<file path="src/rtl/bks_if.sv">
// bks_if: operand/result handshake bundle for the Brent-Kung subtractor pipeline
interface bks_if #(parameter int WIDTH = 64);
  logic             in_valid;
  logic             in_ready;
  logic [WIDTH-1:0] a;
  logic [WIDTH-1:0] b;
  logic             bin;
  logic             out_valid;
  logic             out_ready;
  logic [WIDTH-1:0] d;
  logic             bout;
  logic             ovf;
  logic             zero;
  modport master (
    output in_valid, a, b, bin, out_ready,
    input  in_ready, out_valid, d, bout, ovf, zero
  );
  modport slave (
    input  in_valid, a, b, bin, out_ready,
    output in_ready, out_valid, d, bout, ovf, zero
  );
endinterface

</file>
<file path="src/rtl/bks_pipe.sv">
// bks_pipe: two-stage Brent-Kung subtractor d = a - b - bin computed as a + ~b + ~bin
module bks_pipe #(
  parameter int WIDTH = 64
) (
  input logic  clk,
  input logic  rst_n,
  bks_if.slave io
);
  localparam int L = $clog2(WIDTH);
  logic                  s1_valid;
  logic                  s1_en;
  logic                  s2_en;
  logic [WIDTH-1:0]      bi;
  logic [L:0][WIDTH-1:0] ug;
  logic [L:0][WIDTH-1:0] up;
  logic [WIDTH-1:0]      r_g;
  logic [WIDTH-1:0]      r_pt;
  logic [WIDTH-1:0]      r_p;
  logic                  r_ci;
  logic                  r_am;
  logic                  r_bm;
  logic [L-1:0][WIDTH-1:0] dg;
  logic [L-1:0][WIDTH-1:0] dp;
  logic [WIDTH:0]        c;
  logic [WIDTH-1:0]      dn;
  assign s2_en       = ~io.out_valid | io.out_ready;
  assign s1_en       = ~s1_valid | s2_en;
  assign io.in_ready = s1_en;
  assign bi          = ~io.b;
  assign ug[0]       = io.a & bi;
  assign up[0]       = io.a ^ bi;
  for (genvar l = 0; l < L; l++) begin : g_up
    for (genvar i = 0; i < WIDTH; i++) begin : g_bit
      if ((i + 1) % (2 ** (l + 1)) == 0) begin : g_node
        assign ug[l+1][i] = ug[l][i] | (up[l][i] & ug[l][i-2**l]);
        assign up[l+1][i] = up[l][i] & up[l][i-2**l];
      end else begin : g_pass
        assign ug[l+1][i] = ug[l][i];
        assign up[l+1][i] = up[l][i];
      end
    end
  end
  assign dg[0] = r_g;
  assign dp[0] = r_pt;
  for (genvar k = 0; k < L - 1; k++) begin : g_dn
    localparam int S = 2 ** (L - 2 - k);
    for (genvar i = 0; i < WIDTH; i++) begin : g_bit
      if (((i + 1) % (2 * S) == S) && (i >= 2 * S)) begin : g_node
        assign dg[k+1][i] = dg[k][i] | (dp[k][i] & dg[k][i-S]);
        assign dp[k+1][i] = dp[k][i] & dp[k][i-S];
      end else begin : g_pass
        assign dg[k+1][i] = dg[k][i];
        assign dp[k+1][i] = dp[k][i];
      end
    end
  end
  assign c  = {dg[L-1] | (dp[L-1] & {WIDTH{r_ci}}), r_ci};
  assign dn = r_p ^ c[WIDTH-1:0];
  // stage 1: capture up-sweep tree, raw propagate and the sign bits needed for overflow
  always_ff @(posedge clk or negedge rst_n) begin
    if (!rst_n) begin
      s1_valid <= 1'b0;
      r_g      <= '0;
      r_pt     <= '0;
      r_p      <= '0;
      r_ci     <= 1'b0;
      r_am     <= 1'b0;
      r_bm     <= 1'b0;
    end else if (s1_en) begin
      s1_valid <= io.in_valid;
      r_g      <= ug[L];
      r_pt     <= up[L];
      r_p      <= up[0];
      r_ci     <= ~io.bin;
      r_am     <= io.a[WIDTH-1];
      r_bm     <= bi[WIDTH-1];
    end
  end
  // stage 2: register the finished difference and flags; holds while the consumer stalls
  always_ff @(posedge clk or negedge rst_n) begin
    if (!rst_n) begin
      io.out_valid <= 1'b0;
      io.d         <= '0;
      io.bout      <= 1'b0;
      io.ovf       <= 1'b0;
      io.zero      <= 1'b0;
    end else if (s2_en) begin
      io.out_valid <= s1_valid;
      io.d         <= dn;
      io.bout      <= ~c[WIDTH];
      io.ovf       <= (r_am == r_bm) && (dn[WIDTH-1] != r_am);
      io.zero      <= ~|dn;
    end
  end
endmodule

</file>
<file path="src/flat_wrapper.sv">
// flat-port wrapper written by rule: the top's interface ports become plain ports
module bks_pipe_flat 
#(
  parameter int WIDTH = 64
)
  (clk, rst_n, io_in_valid, io_a, io_b, io_bin, io_out_ready, io_in_ready, io_out_valid, io_d, io_bout, io_ovf, io_zero);
  bks_if #(.WIDTH(WIDTH)) io_i ();
  input logic clk;
  input logic rst_n;
  input wire logic [$bits(io_i.in_valid)-1:0] io_in_valid;
  input wire logic [$bits(io_i.a)-1:0] io_a;
  input wire logic [$bits(io_i.b)-1:0] io_b;
  input wire logic [$bits(io_i.bin)-1:0] io_bin;
  input wire logic [$bits(io_i.out_ready)-1:0] io_out_ready;
  output wire logic [$bits(io_i.in_ready)-1:0] io_in_ready;
  output wire logic [$bits(io_i.out_valid)-1:0] io_out_valid;
  output wire logic [$bits(io_i.d)-1:0] io_d;
  output wire logic [$bits(io_i.bout)-1:0] io_bout;
  output wire logic [$bits(io_i.ovf)-1:0] io_ovf;
  output wire logic [$bits(io_i.zero)-1:0] io_zero;
  assign io_i.in_valid = io_in_valid;
  assign io_i.a = io_a;
  assign io_i.b = io_b;
  assign io_i.bin = io_bin;
  assign io_i.out_ready = io_out_ready;
  assign io_in_ready = io_i.in_ready;
  assign io_out_valid = io_i.out_valid;
  assign io_d = io_i.d;
  assign io_bout = io_i.bout;
  assign io_ovf = io_i.ovf;
  assign io_zero = io_i.zero;
  bks_pipe #(.WIDTH(WIDTH)) u_core (.clk(clk), .rst_n(rst_n), .io(io_i));
endmodule
</file>
<file path="config.mk">
export PLATFORM = sky130hd
export DESIGN_NAME = bks_pipe_flat
export DESIGN_NICKNAME = d
export VERILOG_FILES = /design/src/rtl/bks_if.sv /design/src/rtl/bks_pipe.sv /design/src/flat_wrapper.sv
export SDC_FILE = /design/constraint.sdc
export NUM_CORES = 1
export LEC_CHECK = 0
export ABC_AREA = 1
export CAP_MARGIN = 25
export CORE_ASPECT_RATIO = 1.4
export CORE_UTILIZATION = 49
export DETAILED_ROUTE_END_ITERATION = 16
export GPL_TIMING_DRIVEN = 0
export PLACE_DENSITY = 0.77
export SLEW_MARGIN = 20
export SYNTH_ARGS = -nofsm -noshare
export SYNTH_HDL_FRONTEND = slang
export SYNTH_SLANG_ARGS = --single-unit
</file>
<file path="constraint.sdc">
create_clock -name clk -period 1.4 [get_ports clk]
set_input_delay 0.21 -clock clk [delete_from_list [all_inputs] [get_ports clk]]
set_output_delay 0.21 -clock clk [all_outputs]
set_load 0.02 [all_outputs]
</file>
==> results.json, run 1 <==
{
  "slew_of_the_pin_with_the_lowest_slew_margin_ps": 776,
  "drc": 0,
  "drive_above_1_share_pct": 34.0,
  "grt_setup_unrepaired": "yes",
  "final_min_period_over_clock_period_pct": 180,
  "rr_startpoint": "u_core.r_ci",
  "clk_transition_reported_paths_ps": 70,
  "clock-sinks": 232,
  "yosys_warnings": 0,
  "ir_worst_vdd_mv": 0.891,
  "via_per_inst": 6.43,
  "grt_pass1_wl_um": 66200,
  "worst_hold_path_type": "input pin to flip-flop",
  "hold_path.startpoint": "io_b[63]",
  "critPathArrivalTime_ps": 2990,
  "final.min_clock_period_ps": 2510,
  "globalRouteMet3Util_pct": 5.57,
  "violations": "negative setup slack",
  "die-area_um2": 25800,
  "buffer_ports.inserted": 201,
  "syn2layout_area_growth_pct": 59.2,
  "floorplan.rows": 68,
  "globalRouteTotalUtil_pct": 33.9,
  "synth_fp_nets": 1791,
  "share_seq_of_total_power_pct": 36.5,
  "final_hold_viol_count": 0,
  "synth.lib_cells_used.distinct": 36,
  "timing.hold.worst_endpoint": "u_core.r_bm",
  "most_frequent_cells_in_the_layout": "nand2_1, dfrtp_1, inv_1",
  "io_pins": 202,
  "power_report.internal_total_mw": 14.9,
  "routed_wl_um": 60600,
  "detailed_place_hpwl_um": 29200,
  "timing_worst_setup_path_type": "flip-flop to flip-flop",
  "start_util_pct": 49.9,
  "outcome": "finished with violations",
  "slew_viol_final": 0,
  "groute.layer.met1.usage_pct": 38.8,
  "cts_inserted_buffers": 23,
  "synthesis.area_um2": 12300,
  "htreeDepth": 1,
  "r2r_cells": 16,
  "clk_root_buffer_cell": "clkbuf_16",
  "grt.overflow.total": 0,
  "worst_ep_required_ps": 1880,
  "grt_use_met2_pct": 57.8,
  "power_switching_mw": 9.13,
  "detailroute.via_count": 14645,
  "final.setup_skew_ps": 20.9,
  "final_common_cell": "nand2_1",
  "drt-wirelength-per-cell_um": 26.6,
  "power.share.switching_pct": 38.1,
  "ff2ff_setup_slack_ps": -1110,
  "worst_setup_path_end_kind": "flip-flop",
  "end_of_the_worst_register_to_register_path": "u_core.io.zero",
  "slack_of_the_critical_path_ps": -1110,
  "detail_route.first_pass.iterations": 7,
  "core_area_um2": 24700,
  "cts-root-to-sink-buffers": 3,
  "globalplace.congestion": 0.901,
  "height_of_the_die_um": 190,
  "p_comb_share_pct": 36.5,
  "clock.fmax_mhz": 398,
  "number_of_nets_at_the_end_of_the_flow": 2145,
  "cts_tree": "built",
  "crit_fanout": 5,
  "final.fill_count": 1257,
  "fin_tns_setup_ps": -97980,
  "hold_depth": 2,
  "setup_viol_count_final": 261,
  "synth-seq-cells": 232,
  "grt_pass1_vias": 12743,
  "antenna_violating_nets_post_route": 0,
  "synth_area_per_cell_um2": 7.73,
  "startpoint_type": "flip-flop",
  "post_synth_inst_count": 1593,
  "max-cap-violations": 0,
  "max_slew_margin_pct": 47.7,
  "detail_route.iter0.violations": 2070,
  "power_leakage_nw": 9.69,
  "powerDensity_nw_per_um2": 1220,
  "post-layout-total-power_mw": 24.0,
  "antenna_found_initial": 0,
  "die-width_um": 136,
  "synth.yosys.seq_area_share_pct": 47.1,
  "grt-busiest-layer": "met2",
  "grt_start_max_net_pins": 69,
  "clk_latency_ps": 540,
  "hold_ws_ps": 93.0,
  "fraction_of_power_consumed_by_the_clock_network_pct": 27.0
}
[registers in the layout, indices dropped and copies added, names as in the netlist]
| signal | flops |
|---|---|
| u_core.r_am | 1 |
| u_core.r_g | 64 |
| u_core.r_pt | 32 |
| u_core.io.d | 64 |
| u_core.r_ci | 1 |
| u_core.io.zero | 1 |
| u_core.s1_valid | 1 |
| u_core.r_bm | 1 |
| u_core.io.bout | 1 |
| u_core.io.out_valid | 1 |
| u_core.io.ovf | 1 |
| u_core.r_p | 64 |
[synthesized netlist by cell type, drive strengths merged]
master / number / area (um2)
a211oi: 1 / 7.51
a21oi: 23 / 119
a22o: 1 / 8.76
a31oi: 28 / 175
a32o: 1 / 10.0
buf: 16 / 118
clkbuf: 40 / 150
dfrtp: 232 / 5810
ha: 65 / 813
inv: 248 / 931
nand2: 513 / 1940
nand2b: 1 / 6.26
nand3: 89 / 470
nand3b: 15 / 113
nand4: 25 / 169
nor2: 61 / 239
nor3: 17 / 85.1
nor4: 1 / 6.26
o211ai: 2 / 15.0
o21ai: 190 / 951
o21bai: 16 / 120
or2: 1 / 6.26
xnor2: 4 / 35.0
xor2: 3 / 26.3
[cell families (layout without fill, tap and decap cells)]
family | Yosys count | in the layout | share of synthesized area (%)
AOI/OAI and AO/OA | 262 | 262 | 11.4
other | 0 | 2 | 0
DFF | 232 | 232 | 47.1
adders and majority gates | 65 | 65 | 6.60
and+or+nand+nor | 723 | 723 | 24.6
buffers and inverters | 304 | 673 | 9.73
xor gates and xnor gates | 7 | 7 | 0.498
[critical path: stages (launching register included)]
cell	delay, ps
dfrtp_1	420
buf_6	170
buf_6	150
nand2_8	80
nand2_4	90
nand2_1	80
nand2_1	110
nand2_1	260
nor2_1	180
nand3_1	130
nor2_2	150
nand2_2	70
nor2_1	100
nand3_1	100
nor2_1	160
nand3_2	90
nand2_1	90
[how the worst max path moves through the flow]
| stage | start | end |
|---|---|---|
| 2_1_floorplan | u_core.r_ci | u_core.io.zero |
| 3_3_place_gp | rst_n | u_core.io.out_valid |
| 3_5_place_dp | io_out_ready | io_in_ready |
| 4_1_cts | u_core.r_ci | u_core.io.zero |
| 5_1_grt | u_core.r_ci | u_core.io.zero |
| 6_report | u_core.r_ci | u_core.io.zero |
[power by group through the flow]
stage	sequential, mW	combinational [mW]	clock [mW]
2_1_floorplan	8.96	2.68	0
5_1_grt	8.79	9.08	6.60
4_1_cts	8.49	6.81	6.23
3_3_place_gp	8.55	5.71	0
3_5_place_dp	8.57	5.87	0
6_report	8.75	8.74	6.48
[layer usage]
| metal | up-vias | wire, um |
|---|---|---|
| li1 | 5805 | - |
| met1 | 6739 | 18100 |
| met2 | 1475 | 26500 |
| met3 | 626 | 8560 |
| met4 | 0 | 7420 |
| met5 | - | 0 |
[final cells by class]
type | count | area, um2 | share of cell area [%]
multi-input combinational | 1057 | 7240 | 36.9
sequential | 232 | 5810 | 29.6
timing repair buffer | 329 | 3600 | 18.3
inverter | 248 | 946 | 4.83
buffer | 56 | 868 | 4.43
clock buffer | 35 | 691 | 3.52
tap | 315 | 394 | 2.01
clock inverter | 5 | 53.8 | 0.274
antenna | 2 | 5.00 | 0.0255
[through the flow]
step | setup WS [ps] | cells | utilization (%) | area, um2
after floorplan | -178 | 1593 | - | 12600
after global routing | -1100 | 2277 | 79.4 | 19600
after global placement | -10600 | 2109 | 60.7 | 15000
after detailed placement | -1020 | 2112 | 61.1 | 15100
final | -1110 | 2279 | 79.5 | 19600
after CTS | -585 | 2232 | 72.3 | 17800
[repair_timing]
item                                   in CTS  in global routing
setup endpoints to repair                 301                321
gates resized for setup                   542                402
setup buffers                              74                 25
pin swaps                                 126                 56
hold buffers                                4                  1
gates cloned                                2                 28
endpoints found under the hold margin     100                100
(Power assumes the default switching activity.)
==> run 2, diff against run 1 <==
--- a/config.mk
+++ b/config.mk
@@ -8,9 +8,9 @@
 export ABC_AREA = 1
 export CAP_MARGIN = 25
 export CORE_ASPECT_RATIO = 1.4
+export CORE_MARGIN = 5
 export CORE_UTILIZATION = 49
 export DETAILED_ROUTE_END_ITERATION = 16
-export GPL_TIMING_DRIVEN = 0
 export PLACE_DENSITY = 0.77
 export SLEW_MARGIN = 20
 export SYNTH_ARGS = -nofsm -noshare
==> run 2 against run 1 <==
Highest routed layer is now met5; the flow still finishes with violations (negative setup slack); cell count is 8.0% higher; die area rose by 10%; maximum frequency is 6.3% higher; clock skew grew 1.5 ps; combinational power rose by 17%; critical path type unchanged; sequential cell count stayed put; register-to-register slack improved by 150 ps; clock power is 8.8% higher.
==> results.json, run 2 (synthesis results as in run 1) <==
{
  "critical-path-slowest-cell": "dfrtp_1",
  "max_slew_margin_pct": 63.0,
  "clock.fmax_mhz": 423,
  "max-cap-violations": 0,
  "power_report.internal_total_mw": 16.1,
  "buffer_ports.inserted": 201,
  "grt_setup_unrepaired": "yes",
  "utilization_pct": 88.9,
  "hold_path.startpoint": "io_b[63]",
  "syn2layout_area_growth_pct": 78.6,
  "detail_route.first_pass.iterations": 7,
  "detailroute.via_count": 15668,
  "io_pins": 202,
  "final_min_period_over_clock_period_pct": 169,
  "power_leakage_nw": 11.2,
  "clock-sinks": 232,
  "outcome": "finished with violations",
  "height_of_the_die_um": 198,
  "start_util_pct": 49.7,
  "via_per_inst": 6.37,
  "post-layout-total-power_mw": 26.2,
  "htreeDepth": 1,
  "power.share.switching_pct": 38.3,
  "number_of_nets_at_the_end_of_the_flow": 2326,
  "dpl_cell_area_um2": 16500,
  "ir_worst_vdd_mv": 1.32,
  "core_area_um2": 24800,
  "p_comb_share_pct": 39.1,
  "clk_latency_ps": 550,
  "floorplan.rows": 68,
  "cpPeakStageDelay_ps": 430,
  "die-width_um": 144,
  "hold_depth": 2,
  "ff2ff_setup_slack_ps": -970,
  "grt_pass1_wl_um": 72300,
  "routed_wl_um": 66400,
  "final_common_cell": "buf_4",
  "most_frequent_cells_in_the_layout": "buf_4, nand2_1, dfrtp_1",
  "die-area_um2": 28400,
  "worst_hold_path_type": "input pin to flip-flop",
  "drive_above_1_share_pct": 49.1,
  "drt-wirelength-per-cell_um": 27.0,
  "critical_path.cell_chain": "buf_12 > nand2_2 > buf_4 > nand2_1 > xnor2_2 > nand3_2 > nor2_2 > nand3_2 > nor2_2 > nand3_1 > nor2_1 > nand3_1 > nand2_1",
  "timing.hold.worst_endpoint": "u_core.r_bm",
  "rr_startpoint": "u_core.r_ci",
  "r2r_cells": 13,
  "share_seq_of_total_power_pct": 34.0,
  "crit_fanout": 8,
  "cts-root-to-sink-buffers": 3,
  "antenna_cells": 0,
  "slew_viol_final": 0,
  "slack_of_the_critical_path_ps": -965,
  "worst_setup_path_end_kind": "flip-flop",
  "cts_inserted_buffers": 24,
  "final.min_clock_period_ps": 2370,
  "final_hold_viol_count": 0,
  "grt_start_max_net_pins": 52,
  "globalRouteTotalUtil_pct": 32.1,
  "cts_tree": "built",
  "multi_input_comb_area_um2": 8090,
  "worst_ep_required_ps": 1880,
  "violations": "negative setup slack",
  "fraction_of_power_consumed_by_the_clock_network_pct": 26.9,
  "detail_route.iter0.violations": 1827,
  "power_switching_mw": 10.0,
  "timing_worst_setup_path_type": "flip-flop to flip-flop",
  "final.fill_count": 885,
  "drc": 0,
  "design_area_um2": 22000,
  "powerDensity_nw_per_um2": 1190,
  "clk_root_buffer_cell": "clkbuf_16",
  "slew_of_the_pin_with_the_lowest_slew_margin_ps": 551,
  "clk_transition_reported_paths_ps": 70,
  "setup_viol_count_final": 232,
  "final.setup_skew_ps": 22.3,
  "critPathArrivalTime_ps": 2840,
  "startpoint_type": "flip-flop",
  "detailed_place_hpwl_um": 27400,
  "globalplace.congestion": 0.900,
  "end_of_the_worst_register_to_register_path": "u_core.io.zero",
  "antenna_found_initial": 1,
  "grt.overflow.total": 0,
  "antenna_violating_nets_post_route": 0,
  "regArea_um2": 5810,
  "grt_pass1_vias": 14172,
  "biggest_regs": "u_core.io.d x64, u_core.r_g x64, u_core.r_p x64"
}
==> run 2: routing by layer <==
layer	vias up	routed length (um)	GRT usage, %	share of wire, %
li1	6183	-	-	-
met1	7281	20100	35.3	30
met3	632	8180	4.12	12
met4	2	7860	18.1	12
met2	1570	30300	58.6	46
met5	-	10	0	0.015
==> run 2: power groups by stage <==
stage               registers [mW]  clock network, mW  logic (mW)
floorplan                     8.96                  0        2.68
global placement              8.52                  0        6.56
detailed placement            8.57                  0        6.74
CTS                           8.50               6.79        7.78
global route                  8.92               7.21        10.6
finish                        8.89               7.05        10.2
==> run 2: area by class of cell <==
cell class                      count  area share (%)
Sequential cell                   232            26.4
Clock buffer                       35            3.29
Clock inverter                      9           0.466
Inverter                          248            4.33
Tap cell                          315            1.79
Timing Repair Buffer              565            26.9
Multi-Input combinational cell   1057            36.8
==> run 2: worst max-delay path, delay by kind of cell, from the launching register on <==
| kind | cells | cell delay, ps |
|---|---|---|
| buffers and inverters | 2 | 320 |
| and+or+nand+nor | 10 | 1250 |
| DFF | 1 | 430 |
| xor gates and xnor gates | 1 | 290 |
==> run 2: metrics by stage <==
stage	worst slack [ps]	cells	setup TNS (ps)	hold WS (ps)
2_1_floorplan	-178	1593	-707	-85.6
5_1_grt	-996	2461	-69350	68.1
3_3_place_gp	-873	2285	-85670	129
4_1_cts	-667	2423	-53050	25.3
3_5_place_dp	-909	2285	-97150	127
6_report	-965	2461	-63860	73.5
==> run 2: how the worst max path moves through the flow <==
stage                            from              to  slack [ps]  cells after the start
final                     u_core.r_ci  u_core.io.zero        -970                     13
after global routing      u_core.r_ci  u_core.io.zero       -1000                     13
after CTS                 u_core.r_ci  u_core.io.zero        -670                     17
after detailed placement      io_b[1]  u_core.r_g[63]        -910                     15
after global placement        io_b[1]  u_core.r_g[63]        -870                     15
after floorplan           u_core.r_ci  u_core.io.zero        -180                     14
==> run 2: what timing repair did <==
action,CTS,global route
resized for setup,611,612
cloned,24,30
hold endpoints to repair,232,0
setup buffers,70,26
pin swaps,113,86
hold buffers,1,0
setup endpoints to repair,293,256
==> run 3, diff against run 2 <==
--- a/config.mk
+++ b/config.mk
@@ -8,10 +8,11 @@
 export ABC_AREA = 1
 export CAP_MARGIN = 25
 export CORE_ASPECT_RATIO = 1.4
-export CORE_MARGIN = 5
+export CORE_MARGIN = 3
 export CORE_UTILIZATION = 49
 export DETAILED_ROUTE_END_ITERATION = 16
 export PLACE_DENSITY = 0.77
+export SKIP_CTS_REPAIR_TIMING = 1
 export SLEW_MARGIN = 20
 export SYNTH_ARGS = -nofsm -noshare
 export SYNTH_HDL_FRONTEND = slang
==> run 3 against run 2 <==
The run still ends with negative setup slack left; non-clock buffer count shrank 73; clock skew shrank 11 ps; worst hold slack gained 61 ps; cell count down 2.9%; sequential cell count stayed put; combinational power fell by 13%; setup slack gained 75 ps; critical path depth is 1 higher; die area shrank 4.7%; maximum frequency is 3.3% higher; critical path type unchanged.
==> results.json, run 3 (synthesis results as in run 1) <==
{
  "timing_worst_setup_path_type": "flip-flop to flip-flop",
  "final.fill_count": 1178,
  "grt_pass1_wl_um": 56600,
  "hold_path.startpoint": "io_a[4]",
  "io_pins": 202,
  "htreeDepth": 1,
  "grt_setup_unrepaired": "yes",
  "floorplan.rows": 68,
  "die-width_um": 140,
  "power.share.switching_pct": 35.5,
  "buffer_ports.inserted": 201,
  "placed_cells": 2262,
  "p_comb_share_pct": 36.4,
  "grt_start_max_net_pins": 81,
  "slew_viol_final": 0,
  "number_of_nets_at_the_end_of_the_flow": 2253,
  "violations": "negative setup slack",
  "drive_above_1_share_pct": 37.5,
  "grt_pass1_vias": 11975,
  "grt.overflow.total": 0,
  "core_area_um2": 24700,
  "worst_setup_path_end_kind": "flip-flop",
  "detail_route.iter0.violations": 1411,
  "powerDensity_nw_per_um2": 1180,
  "start_util_pct": 49.9,
  "power_report.internal_total_mw": 15.7,
  "post_layout_nonfiller_instances": 2390,
  "cts_inserted_buffers": 24,
  "post-layout-total-power_mw": 24.4,
  "regArea_um2": 5810,
  "routed_wl_um": 53100,
  "max-cap-violations": 0,
  "share_seq_of_total_power_pct": 35.5,
  "crit_fanout": 7,
  "syn2layout_area_growth_pct": 67.7,
  "worst_ep_required_ps": 1870,
  "drt-wirelength-per-cell_um": 22.2,
  "antenna_found_initial": 0,
  "multi_input_comb_area_um2": 7340,
  "die-area_um2": 27100,
  "slack_of_the_critical_path_ps": -890,
  "cts_tree": "built",
  "detail_route.first_pass.iterations": 8,
  "clk_root_buffer_cell": "clkbuf_16",
  "drc": 0,
  "slew_of_the_pin_with_the_lowest_slew_margin_ps": 441,
  "power_switching_mw": 8.64,
  "fin_tns_setup_ps": -42620,
  "detailed_place_hpwl_um": 26000,
  "most_frequent_cells_in_the_layout": "nand2_1, dfrtp_1, buf_4",
  "worst_hold_path_type": "input pin to flip-flop",
  "globalRouteTotalUtil_pct": 25.1,
  "height_of_the_die_um": 194,
  "power_leakage_nw": 11.2,
  "startpoint_type": "flip-flop",
  "cts-root-to-sink-buffers": 3,
  "via_per_inst": 5.93,
  "final_hold_viol_count": 0,
  "clk_transition_reported_paths_ps": 70,
  "setup_viol_count_final": 216,
  "globalplace.congestion": 0.898,
  "rr_startpoint": "u_core.r_g[31]",
  "biggest_regs": "u_core.io.d x64, u_core.r_g x64, u_core.r_p x64",
  "critPathArrivalTime_ps": 2760,
  "detailroute.via_count": 14178,
  "fraction_of_power_consumed_by_the_clock_network_pct": 28.1,
  "final.setup_skew_ps": 11.5,
  "clk_latency_ps": 520,
  "final.min_clock_period_ps": 2290,
  "outcome": "finished with violations",
  "cp-startpoint": "u_core.r_g[31]",
  "final_common_cell": "nand2_1",
  "max_slew_margin_pct": 70.6,
  "ir_worst_vdd_mv": 0.924,
  "clock.fmax_mhz": 437,
  "clock-sinks": 232,
  "antenna_violating_nets_post_route": 0,
  "final_min_period_over_clock_period_pct": 164
}
==> run 3: per-stage QoR <==
step                      cell area [um2]  hold WS, ps  setup WS (ps)  util, %
final                               20600          134           -890     83.7
after global routing                20600          159           -955     83.7
after CTS                           17100         -410           -791     69.3
after detailed placement            16300          127           -925     65.9
after global placement              16300          128           -860     65.9
after floorplan                     12600        -85.6           -178        -
==> run 3: layout make-up <==
cell class | count | area share [%]
multi-input combinational | 1057 | 35.5
sequential | 232 | 28.1
timing repair buffer | 492 | 25.8
inverter | 248 | 4.61
clock buffer | 32 | 3.45
tap | 315 | 1.91
clock inverter | 12 | 0.594
antenna | 2 | 0.0242
==> run 3: critical path: stages, from the launching register on <==
cell and delay [ps]:
dfrtp_1 410, buf_4 200, nand2_1 100, nand2_1 100, nand2_1 100, nand3_2 120, nand2_2 130, nand3b_1 120
nand2_1 230, nand3_1 200, nor2_1 130, nand3_1 90, nor2_1 150, nand3_1 90, nand2_1 60
==> run 3: layer usage <==
layer  up-vias  wire length, um  GRT usage [%]
li1       6014                -              -
met4         0             4940           10.5
met5         -                0              0
met2      1047            26000           45.1
met3       401             4590           2.82
met1      6716            17600           30.4
==> run 3: final timing paths <==
kind / cells after the start / to / slack [ps]
max in group asynchronous: 3 / u_core.r_ci / 590
worst max register to register: 14 / u_core.io.zero / -890
worst max-delay path: 14 / u_core.io.zero / -890
worst min register to register: 2 / u_core.io.d[27] / 480
min in group asynchronous: 2 / u_core.r_g[28] / 180
worst min-delay path: 4 / u_core.r_p[4] / 130
==> run 3: power by group through the flow <==
stage               Combinational [mW]  Sequential, mW  Clock (mW)
floorplan                         2.68            8.96           0
global placement                  6.41            8.51           0
detailed placement                6.58            8.54           0
CTS                               6.63            8.44        6.76
global route                      9.37            8.72        7.05
finish                            8.88            8.65        6.84
